$ cat config.mk
export PLATFORM = sky130hd
export DESIGN_NAME = imem_fetch_ctrl
export DESIGN_NICKNAME = d
export VERILOG_FILES = /design/src/rtl/imem_pkg.sv /design/src/rtl/fetch_fifo.sv /design/src/rtl/imem_fetch_ctrl.sv
export SDC_FILE = /design/constraint.sdc
export NUM_CORES = 1
export LEC_CHECK = 0
export CAP_MARGIN = 20
export CORE_MARGIN = 3
export CORE_UTILIZATION = 35
export CTS_BUF_LIST = sky130_fd_sc_hd__clkbuf_4 sky130_fd_sc_hd__clkbuf_8
export CTS_CLUSTER_DIAMETER = 200
export CTS_CLUSTER_SIZE = 14
export DETAILED_ROUTE_END_ITERATION = 6
export SYNTH_ARGS = -nofsm -noshare
export SYNTH_HDL_FRONTEND = slang
export SYNTH_HIERARCHICAL = 1
export SYNTH_SLANG_ARGS = --single-unit
$ cat constraint.sdc
create_clock -name clk -period 2.8 [get_ports clk]
set_input_delay 0.42 -clock clk [delete_from_list [all_inputs] [get_ports clk]]
set_output_delay 0.42 -clock clk [all_outputs]
set_load 0.02 [all_outputs]
$ cat src/rtl/imem_pkg.sv
// Shared constants and types for the instruction-fetch path: address/instruction
// widths, the HALT encoding, fetch FSM states and the fetch-queue entry layout.
package imem_pkg;

  localparam int ADDR_W = 5;
  localparam int INSTR_W = 16;
  localparam logic [INSTR_W-1:0] HALT_WORD = 16'hFFFF;

  typedef logic [ADDR_W-1:0]  addr_t;
  typedef logic [INSTR_W-1:0] instr_t;

  typedef enum logic {
    FETCH = 1'b0,
    HALT  = 1'b1
  } fetch_state_t;

  typedef struct packed {
    addr_t  pc;
    instr_t word;
  } fetch_entry_t;

  // PC advance; the add truncates to ADDR_W so the last address wraps to 0
  function automatic addr_t pc_inc(input addr_t pc);
    return pc + addr_t'(1);
  endfunction

endpackage

$ cat src/rtl/fetch_fifo.sv
// Circular fetch queue of fetch_entry_t with push/pop/flush.
// The head is kept in its own register so it holds the last entry once the queue drains.
module fetch_fifo
  import imem_pkg::*;
#(
  parameter int DEPTH = 2
) (
  input  logic         clk,
  input  logic         rst_n,
  input  logic         push,
  input  logic         pop,
  input  logic         flush,
  input  fetch_entry_t push_data,
  output logic         full,
  output logic         valid,
  output fetch_entry_t head
);

  localparam int PTR_W = (DEPTH > 1) ? $clog2(DEPTH) : 1;
  localparam int CNT_W = $clog2(DEPTH + 1);

  fetch_entry_t     mem_r [DEPTH];
  logic [PTR_W-1:0] rd_ptr_r;
  logic [PTR_W-1:0] wr_ptr_r;
  logic [CNT_W-1:0] count_r;
  logic [CNT_W-1:0] count_nxt_s;
  logic             valid_r;
  fetch_entry_t     head_r;
  fetch_entry_t     head_nxt_s;

  function automatic logic [PTR_W-1:0] ptr_inc(input logic [PTR_W-1:0] p);
    if (p == PTR_W'(DEPTH - 1)) begin
      return {PTR_W{1'b0}};
    end else begin
      return p + PTR_W'(1);
    end
  endfunction

  assign full  = (count_r == CNT_W'(DEPTH));
  assign valid = valid_r;
  assign head  = head_r;

  // Next occupancy and next head entry (the entry behind the head, or the incoming push)
  always_comb begin
    count_nxt_s = count_r;
    head_nxt_s  = head_r;
    if (flush) begin
      count_nxt_s = {CNT_W{1'b0}};
    end else begin
      case ({push, pop})
        2'b10:   count_nxt_s = count_r + CNT_W'(1);
        2'b01:   count_nxt_s = count_r - CNT_W'(1);
        default: count_nxt_s = count_r;
      endcase
      if (pop) begin
        if (count_r > CNT_W'(1)) begin
          head_nxt_s = mem_r[ptr_inc(rd_ptr_r)];
        end else if (push) begin
          head_nxt_s = push_data;
        end else begin
          head_nxt_s = head_r;
        end
      end else if ((count_r == {CNT_W{1'b0}}) && push) begin
        head_nxt_s = push_data;
      end else begin
        head_nxt_s = head_r;
      end
    end
  end

  // Storage, pointers, occupancy and registered head/valid
  always_ff @(posedge clk or negedge rst_n) begin
    if (!rst_n) begin
      for (int i = 0; i < DEPTH; i++) begin
        mem_r[i] <= '0;
      end
      rd_ptr_r <= {PTR_W{1'b0}};
      wr_ptr_r <= {PTR_W{1'b0}};
      count_r  <= {CNT_W{1'b0}};
      valid_r  <= 1'b0;
      head_r   <= '0;
    end else begin
      if (flush) begin
        rd_ptr_r <= {PTR_W{1'b0}};
        wr_ptr_r <= {PTR_W{1'b0}};
      end else begin
        if (push) begin
          mem_r[wr_ptr_r] <= push_data;
          wr_ptr_r        <= ptr_inc(wr_ptr_r);
        end
        if (pop) begin
          rd_ptr_r <= ptr_inc(rd_ptr_r);
        end
      end
      count_r <= count_nxt_s;
      valid_r <= (count_nxt_s != {CNT_W{1'b0}});
      head_r  <= head_nxt_s;
    end
  end

endmodule

$ cat src/rtl/imem_fetch_ctrl.sv
// Instruction-fetch sequencer: owns the PC, captures imem words into the fetch queue,
// stops on HALT_WORD and restarts on a redirect, which also flushes the queue.
module imem_fetch_ctrl
  import imem_pkg::*;
#(
  parameter int          DEPTH    = 2,
  parameter logic [ADDR_W-1:0] RESET_PC = {ADDR_W{1'b0}}
) (
  input  logic               clk,
  input  logic               rst_n,
  output logic [ADDR_W-1:0]  imem_addr,
  input  logic [INSTR_W-1:0] imem_instr,
  input  logic               redirect_valid,
  input  logic [ADDR_W-1:0]  redirect_pc,
  output logic               out_valid,
  input  logic               out_ready,
  output logic [ADDR_W-1:0]  out_pc,
  output logic [INSTR_W-1:0] out_instr,
  output logic               halted
);

  fetch_state_t state_r;
  addr_t        pc_r;
  logic         halted_r;
  logic         deq_s;
  logic         can_enq_s;
  logic         push_s;
  logic         pop_s;
  logic         full_s;
  fetch_entry_t push_data_s;
  fetch_entry_t head_s;

  assign imem_addr   = pc_r;
  assign halted      = halted_r;
  assign out_pc      = head_s.pc;
  assign out_instr   = head_s.word;
  assign push_data_s = {pc_r, imem_instr};

  // Redirect outranks both dequeue and enqueue; a full queue may still take a word
  // in the same cycle its head leaves
  always_comb begin
    deq_s     = out_valid & out_ready;
    can_enq_s = ~full_s | deq_s;
    pop_s     = deq_s & ~redirect_valid;
    if (!redirect_valid && (state_r == FETCH) && can_enq_s) begin
      push_s = 1'b1;
    end else begin
      push_s = 1'b0;
    end
  end

  // Fetch FSM with PC and registered halted flag
  always_ff @(posedge clk or negedge rst_n) begin
    if (!rst_n) begin
      state_r  <= FETCH;
      pc_r     <= RESET_PC;
      halted_r <= 1'b0;
    end else if (redirect_valid) begin
      state_r  <= FETCH;
      pc_r     <= redirect_pc;
      halted_r <= 1'b0;
    end else begin
      case (state_r)
        FETCH: begin
          if (push_s) begin
            if (imem_instr == HALT_WORD) begin
              state_r  <= HALT;
              halted_r <= 1'b1;
            end else begin
              pc_r <= pc_inc(pc_r);
            end
          end
        end
        HALT: begin
          state_r  <= HALT;
          halted_r <= 1'b1;
        end
        default: begin
          state_r  <= FETCH;
          halted_r <= 1'b0;
        end
      endcase
    end
  end

  fetch_fifo #(
    .DEPTH(DEPTH)
  ) u_fifo (
    .clk      (clk),
    .rst_n    (rst_n),
    .push     (push_s),
    .pop      (pop_s),
    .flush    (redirect_valid),
    .push_data(push_data_s),
    .full     (full_s),
    .valid    (out_valid),
    .head     (head_s)
  );

endmodule

# --- Word level (Yosys, flattened, before mapping) ---
# Cells that the tools add are included.
op_classes:
  n_reduce_logical: 14
  muxes: 34
  n_addsub: 5
  order_cmp: 4
  n_bitwise: 8
  n_eq_ne: 9
op_table:
  columns: ["op", "n"]
  rows:
  - ["$mux 21", 8]
  - ["$bwmux 42", 1]
  - ["$demux 21 s1", 1]
  - ["$mux 5", 4]
  - ["$eq 16x16->1 const B", 1]
  - ["$mux 1", 16]
  - ["$ne 3x2->1 const B", 3]
  - ["$reduce_bool 2->1", 4]
  - ["$reduce_and 3->1", 2]
  - ["$add 5x1->5 const B", 1]
  - ["$eq 2x2->1 const B", 2]
  - ["$ge 2x2->1 const B", 2]
  - ["$logic_and 1x1->1", 4]
  - ["$ne 2x2->1 const B", 2]
  - ["$not 1->2", 2]
  - ["$pmux 1 s2", 2]
  - ["$pmux 2 s2", 1]
  - ["$reduce_and 2->1", 2]
  - ["$not 1->1", 3]
  - ["$add 1x1->1 const B", 2]
  - ["$add 2x1->2 const B", 1]
  - ["$and 1x1->1", 2]
  - ["$eq 2x1->1 const B", 1]
  - ["$gt 2x1->1 const B", 1]
  - ["6 further kinds", 6]
word_totals:
  inputBits: 25
  wordCells: 87
  ff_bits: 75

# --- Depth between registers and ports, before layout ---
depth:
  ltp_word: 11
  depth_mapped: 9
  ltp_nobuf: 9

# --- Cells and area by module ---
# The synthesis kept the hierarchy.
modules_own_cells:
  columns: ["module", "instances", "cells_per_inst", "area_per_inst_um2"]
  rows:
  - ["fetch_fifo", 1, 211, 3311.9]
  - ["imem_fetch_ctrl", 1, 45, 410.4]

# --- Worst setup path before layout ---
# Ideal clock, no wire load.
synth_timing:
  path_type: "reg2reg"
  startpoint: "register u_fifo.count_r[0]"
  endpoint: "register u_fifo.head_r (netlist bit u_fifo/head[1])"
  synth_period_minus_slack_ns: 2.343
  setup_ns: 0.125
  stages_incl_launch_ff: 10
  t_arrival_ns: 2.218
  path_slack_ns: 0.457
  n_path_buf: 1
  cell_sequence: "dfrtp_1 -> inv_1 -> ha_1 -> a211o_1 -> inv_1 -> inv_1 -> ha_1 -> a211oi_2 -> buf_4 -> mux2_2"
synth_between:
  elab_chain_cells: 8
  word_cells_on_any_way: 13
synth_lines:
  columns: ["element", "line", "rtl"]
  rows:
  - ["from (decl)", "fetch_fifo.sv:25", "logic [CNT_W-1:0] count_r;"]
  - ["from (signal assigned)", "fetch_fifo.sv:79", "count_r <= {CNT_W{1'b0}};"]
  - ["from (signal assigned)", "fetch_fifo.sv:95", "count_r <= count_nxt_s;"]
  - ["$eq 2x2->1 *", "fetch_fifo.sv:39", "assign full = (count_r == CNT_W'(DEPTH));"]
  - ["via full_s", "imem_fetch_ctrl.sv:29", "logic full_s;"]
  - ["$not 1->1 *", "imem_fetch_ctrl.sv:43", "can_enq_s = ~full_s | deq_s;"]
  - ["$or 1x1->1 *", "imem_fetch_ctrl.sv:43", null]
  - ["$logic_and 1x1->1 *", "imem_fetch_ctrl.sv:45", "if (!redirect_valid && (state_r == FETCH) && can_enq_s) begin"]
  - ["$mux 1 *", "imem_fetch_ctrl.sv:45", null]
  - ["via push_s", "imem_fetch_ctrl.sv:27", "logic push_s;"]
  - ["$logic_and 1x1->1", "fetch_fifo.sv:63", "end else if ((count_r == {CNT_W{1'b0}}) && push) begin"]
  - ["$reduce_bool 2->1 (no source line)", null, null]
  - ["$reduce_and 3->1 (no source line) *", null, null]
  - ["to (signal assigned)", "fetch_fifo.sv:97", "head_r <= head_nxt_s;"]
  - ["to (decl)", "fetch_fifo.sv:28", "fetch_entry_t head_r;"]
# The timed path passes the listed nets; every way through them passes the cells marked *.
# A chain may end at the register's enable or synchronous reset.

# --- Final worst setup path ---
layout_timing:
  startpoint: "register u_fifo.count_r[0]"
  endpoint: "register u_fifo.head_r (netlist bit u_fifo/head[0])"
# The elaborated chain is that of the path after synthesis.

==> results.md <==
- Status: finished clean
- Pleak: 1.95 nW
- TritonCTS buffer count: 9
- Postcts setup bufs: 0
- Via/cell ratio: 4.78
- Die height: 109 microns
- WP data required: 3.02 ns
- Initial antenna violation count: 0
- Final setup fails: 0
- Pwr/cell area: 705 mW/mm^2
- # diodes: 0
- HP Class: input port to async pin
- Port Buffers: 52
- Avg WL per Cell: 15.6 microns
- Top layer in use: met4
- Post-cts repair resize count: 0
- Area of the multi-input gates: 0.00174 sq mm
- Peak VDD IR: 0.223 mV
- Seq/Total Area, Yosys: 50.4%
- Slew HR: 37.7%
- IO Pins: 53
- Die Area: 0.0119 sq mm
- Util after Layout: 44.9%
- Vias: 2187
- Global placer's final weighted congestion: 0.710
- Mapped Area: 0.00372 sq mm
- Metal3 WL: 239 microns
- Drt drc: 0
- Overall fraction of global-route tracks in use: 13.0%
- Setup TNS: 0 ns
- Syn_area_per_cell: 14.5 sq um
- Netlist cell types: 32
- CTS tree: yes
- Detailed placement HPWL: 4670 microns
- Cts hold-fix bufs: 0
- Most frequent cells in the layout: dfrtp_1, mux2_2, clkdlybuf4s50_1
- Final #Nets: 348
- WS Path Type: flip-flop to flip-flop
- Worst Setup End Kind: flip-flop
- Final hold violations: 0
- Mapped Cells: 256
- Fmax: 437 MHz
- DR pass1 iterations: 4
- First-pass GRT wire length: 12000 microns
- Min Tclk post-route: 2.29 ns
- Met2 WL: 3430 microns
- Commonest non-fill, non-tap cell in the layout: dfrtp_1
- Layout cells sized above 1: 41.6%
- Startpoint Class: flip-flop
- Worst-path fanout max: 17
- Yosys warnings: 6
- DR iter-0 viols: 82
- Antenna Violating Nets Remaining: 0
- Post-Route WL: 7140 microns
- Crit path arrival time: 2.51 ns
- Largest net degree at the start of global routing: 76
- Htree depth: 3
- RSZ-0062 raised after global routing: false
- Longest Clk Path Bufs: 2
- Initial Util: 36.1%
- Root Driver: clkbuf_8
- Synthesis-stage register bit count: 75
- Number of global-route vias before repair: 2332
- MaxCap Viol Count: 0
- Final Cycle Share: 81.7%
- Reg clk slew, reported paths: 0.08 ns
- Metal-1 WL: 3360 microns
- CTS sink count: 75
- Clock Skew: 0.00989 ns
- Seq. cell area: 0.00188 sq mm
- P&R area growth vs syn: 24.5%
- GRT overflow: 0
- Clock Latency Late Sink: 0.34 ns
- Max Transition Viols Final: 0
- Worst slew pin tran: 0.935 ns
- Core Region: 0.0103 sq mm
- Post-Syn Nets: 287
- Die X-Extent: 109 microns
- Cell Rows: 37
- Fillers: 925
-- cells by family after synthesis --
logic type	share of synthesized area, %
AOI/OAI and AO/OA	2.89
xor gates and xnor gates	0.471
adders and majority gates	2.02
buffers and inverters	3.16
DFF	50.4
muxes	36.2
and+or+nand+nor	4.87
-- stage by stage --
step / hold slack [ns] / setup slack (ns) / cells / power [mW] / instance area, sq um
floorplan: 0.124 / 0.457 / 256 / 2.19 / 3720
global placement: 0.465 / 0.200 / 442 / 2.55 / 4460
detailed placement: 0.476 / 0.170 / 442 / 2.57 / 4460
CTS: 0.251 / 0.487 / 458 / 3.32 / 4640
global route: 0.301 / 0.365 / 458 / 3.46 / 4640
finish: 0.223 / 0.511 / 458 / 3.27 / 4640
-- metal layers --
layer  track usage, %  up-vias
met4             4.87        0
met2             20.7       31
li1                 -     1052
met5                0        -
met3             2.72       11
met1             17.3     1093
-- Yosys cell counts --
cell | n | share of area, %
nor3_1 | 1 | 0.13
dfrtp_1 | 75 | 50
buf_2 | 4 | 0.54
nand3_1 | 4 | 0.54
o311ai_0 | 4 | 0.94
clkbuf_1 | 2 | 0.20
a221o_1 | 2 | 0.54
nand4_1 | 4 | 0.67
inv_1 | 8 | 0.81
mux2i_1 | 1 | 0.27
xnor2_1 | 2 | 0.47
mux2_4 | 38 | 15
mux2_2 | 66 | 20
o21ai_0 | 3 | 0.40
a21oi_1 | 2 | 0.27
a211oi_2 | 1 | 0.34
buf_6 | 4 | 1.2
buf_4 | 2 | 0.40
nor3b_1 | 1 | 0.20
nand2_1 | 6 | 0.60
a211o_1 | 1 | 0.24
nor4_2 | 1 | 0.34
ha_1 | 6 | 2.0
nand2b_1 | 2 | 0.34
and3b_1 | 1 | 0.24
a31oi_1 | 1 | 0.17
nand3b_1 | 1 | 0.20
nor2_1 | 6 | 0.60
or4_1 | 2 | 0.40
nor2b_1 | 2 | 0.34
mux2_1 | 2 | 0.60
nor3_2 | 1 | 0.27
-- sequential cells by signal (all words and copies together), names as in the netlist --
register         count
u_fifo/head         21
u_fifo/mem_r        42
u_fifo/valid         1
u_fifo/wr_ptr_r      1
state_r              1
halted               1
u_fifo/count_r       2
imem_addr            5
u_fifo/rd_ptr_r      1
-- worst max-delay path, cell delays in order (launching register included) --
cell	delay (ns)
dfrtp_1	0.39
inv_1	0.07
ha_1	0.21
a211o_1	0.27
inv_1	0.07
inv_1	0.07
ha_1	0.25
a211oi_4	0.27
buf_12	0.23
mux2_2	0.35
-- power by group --
| group | internal, mW | switching [mW] |
|---|---|---|
| Sequential | 1.37 | 0.165 |
| Clock | 0.331 | 0.398 |
| Combinational | 0.646 | 0.357 |
| Total | 2.35 | 0.920 |
-- final timing paths --
path	startpoint	endpoint	slack [ns]	cells after the start
worst max-delay path	u_fifo/count_r[0]$_DFF_PN0_	u_fifo/head[0]$_DFFE_PN0P_	0.51	9
worst min-delay path	rst_n	u_fifo/head[3]$_DFFE_PN0P_	0.22	1
worst max register to register	u_fifo/count_r[0]$_DFF_PN0_	u_fifo/head[0]$_DFFE_PN0P_	0.51	9
worst min register to register	u_fifo/mem_r[22]$_DFFE_PN0P_	u_fifo/mem_r[22]$_DFFE_PN0P_	0.49	1
max in group asynchronous	rst_n	u_fifo/count_r[0]$_DFF_PN0_	1.98	1
min in group clk	u_fifo/mem_r[22]$_DFFE_PN0P_	u_fifo/mem_r[22]$_DFFE_PN0P_	0.49	1
-- area by class of cell --
cell class,count,share of cell area (%)
Clock buffer,10,2.83
Clock inverter,6,0.918
Sequential cell,75,40.5
Tap cell,136,3.67
Timing Repair Buffer,62,13.9
Multi-Input combinational cell,161,37.6
Inverter,8,0.648
Note: power is estimated with default switching activity, not from simulation.
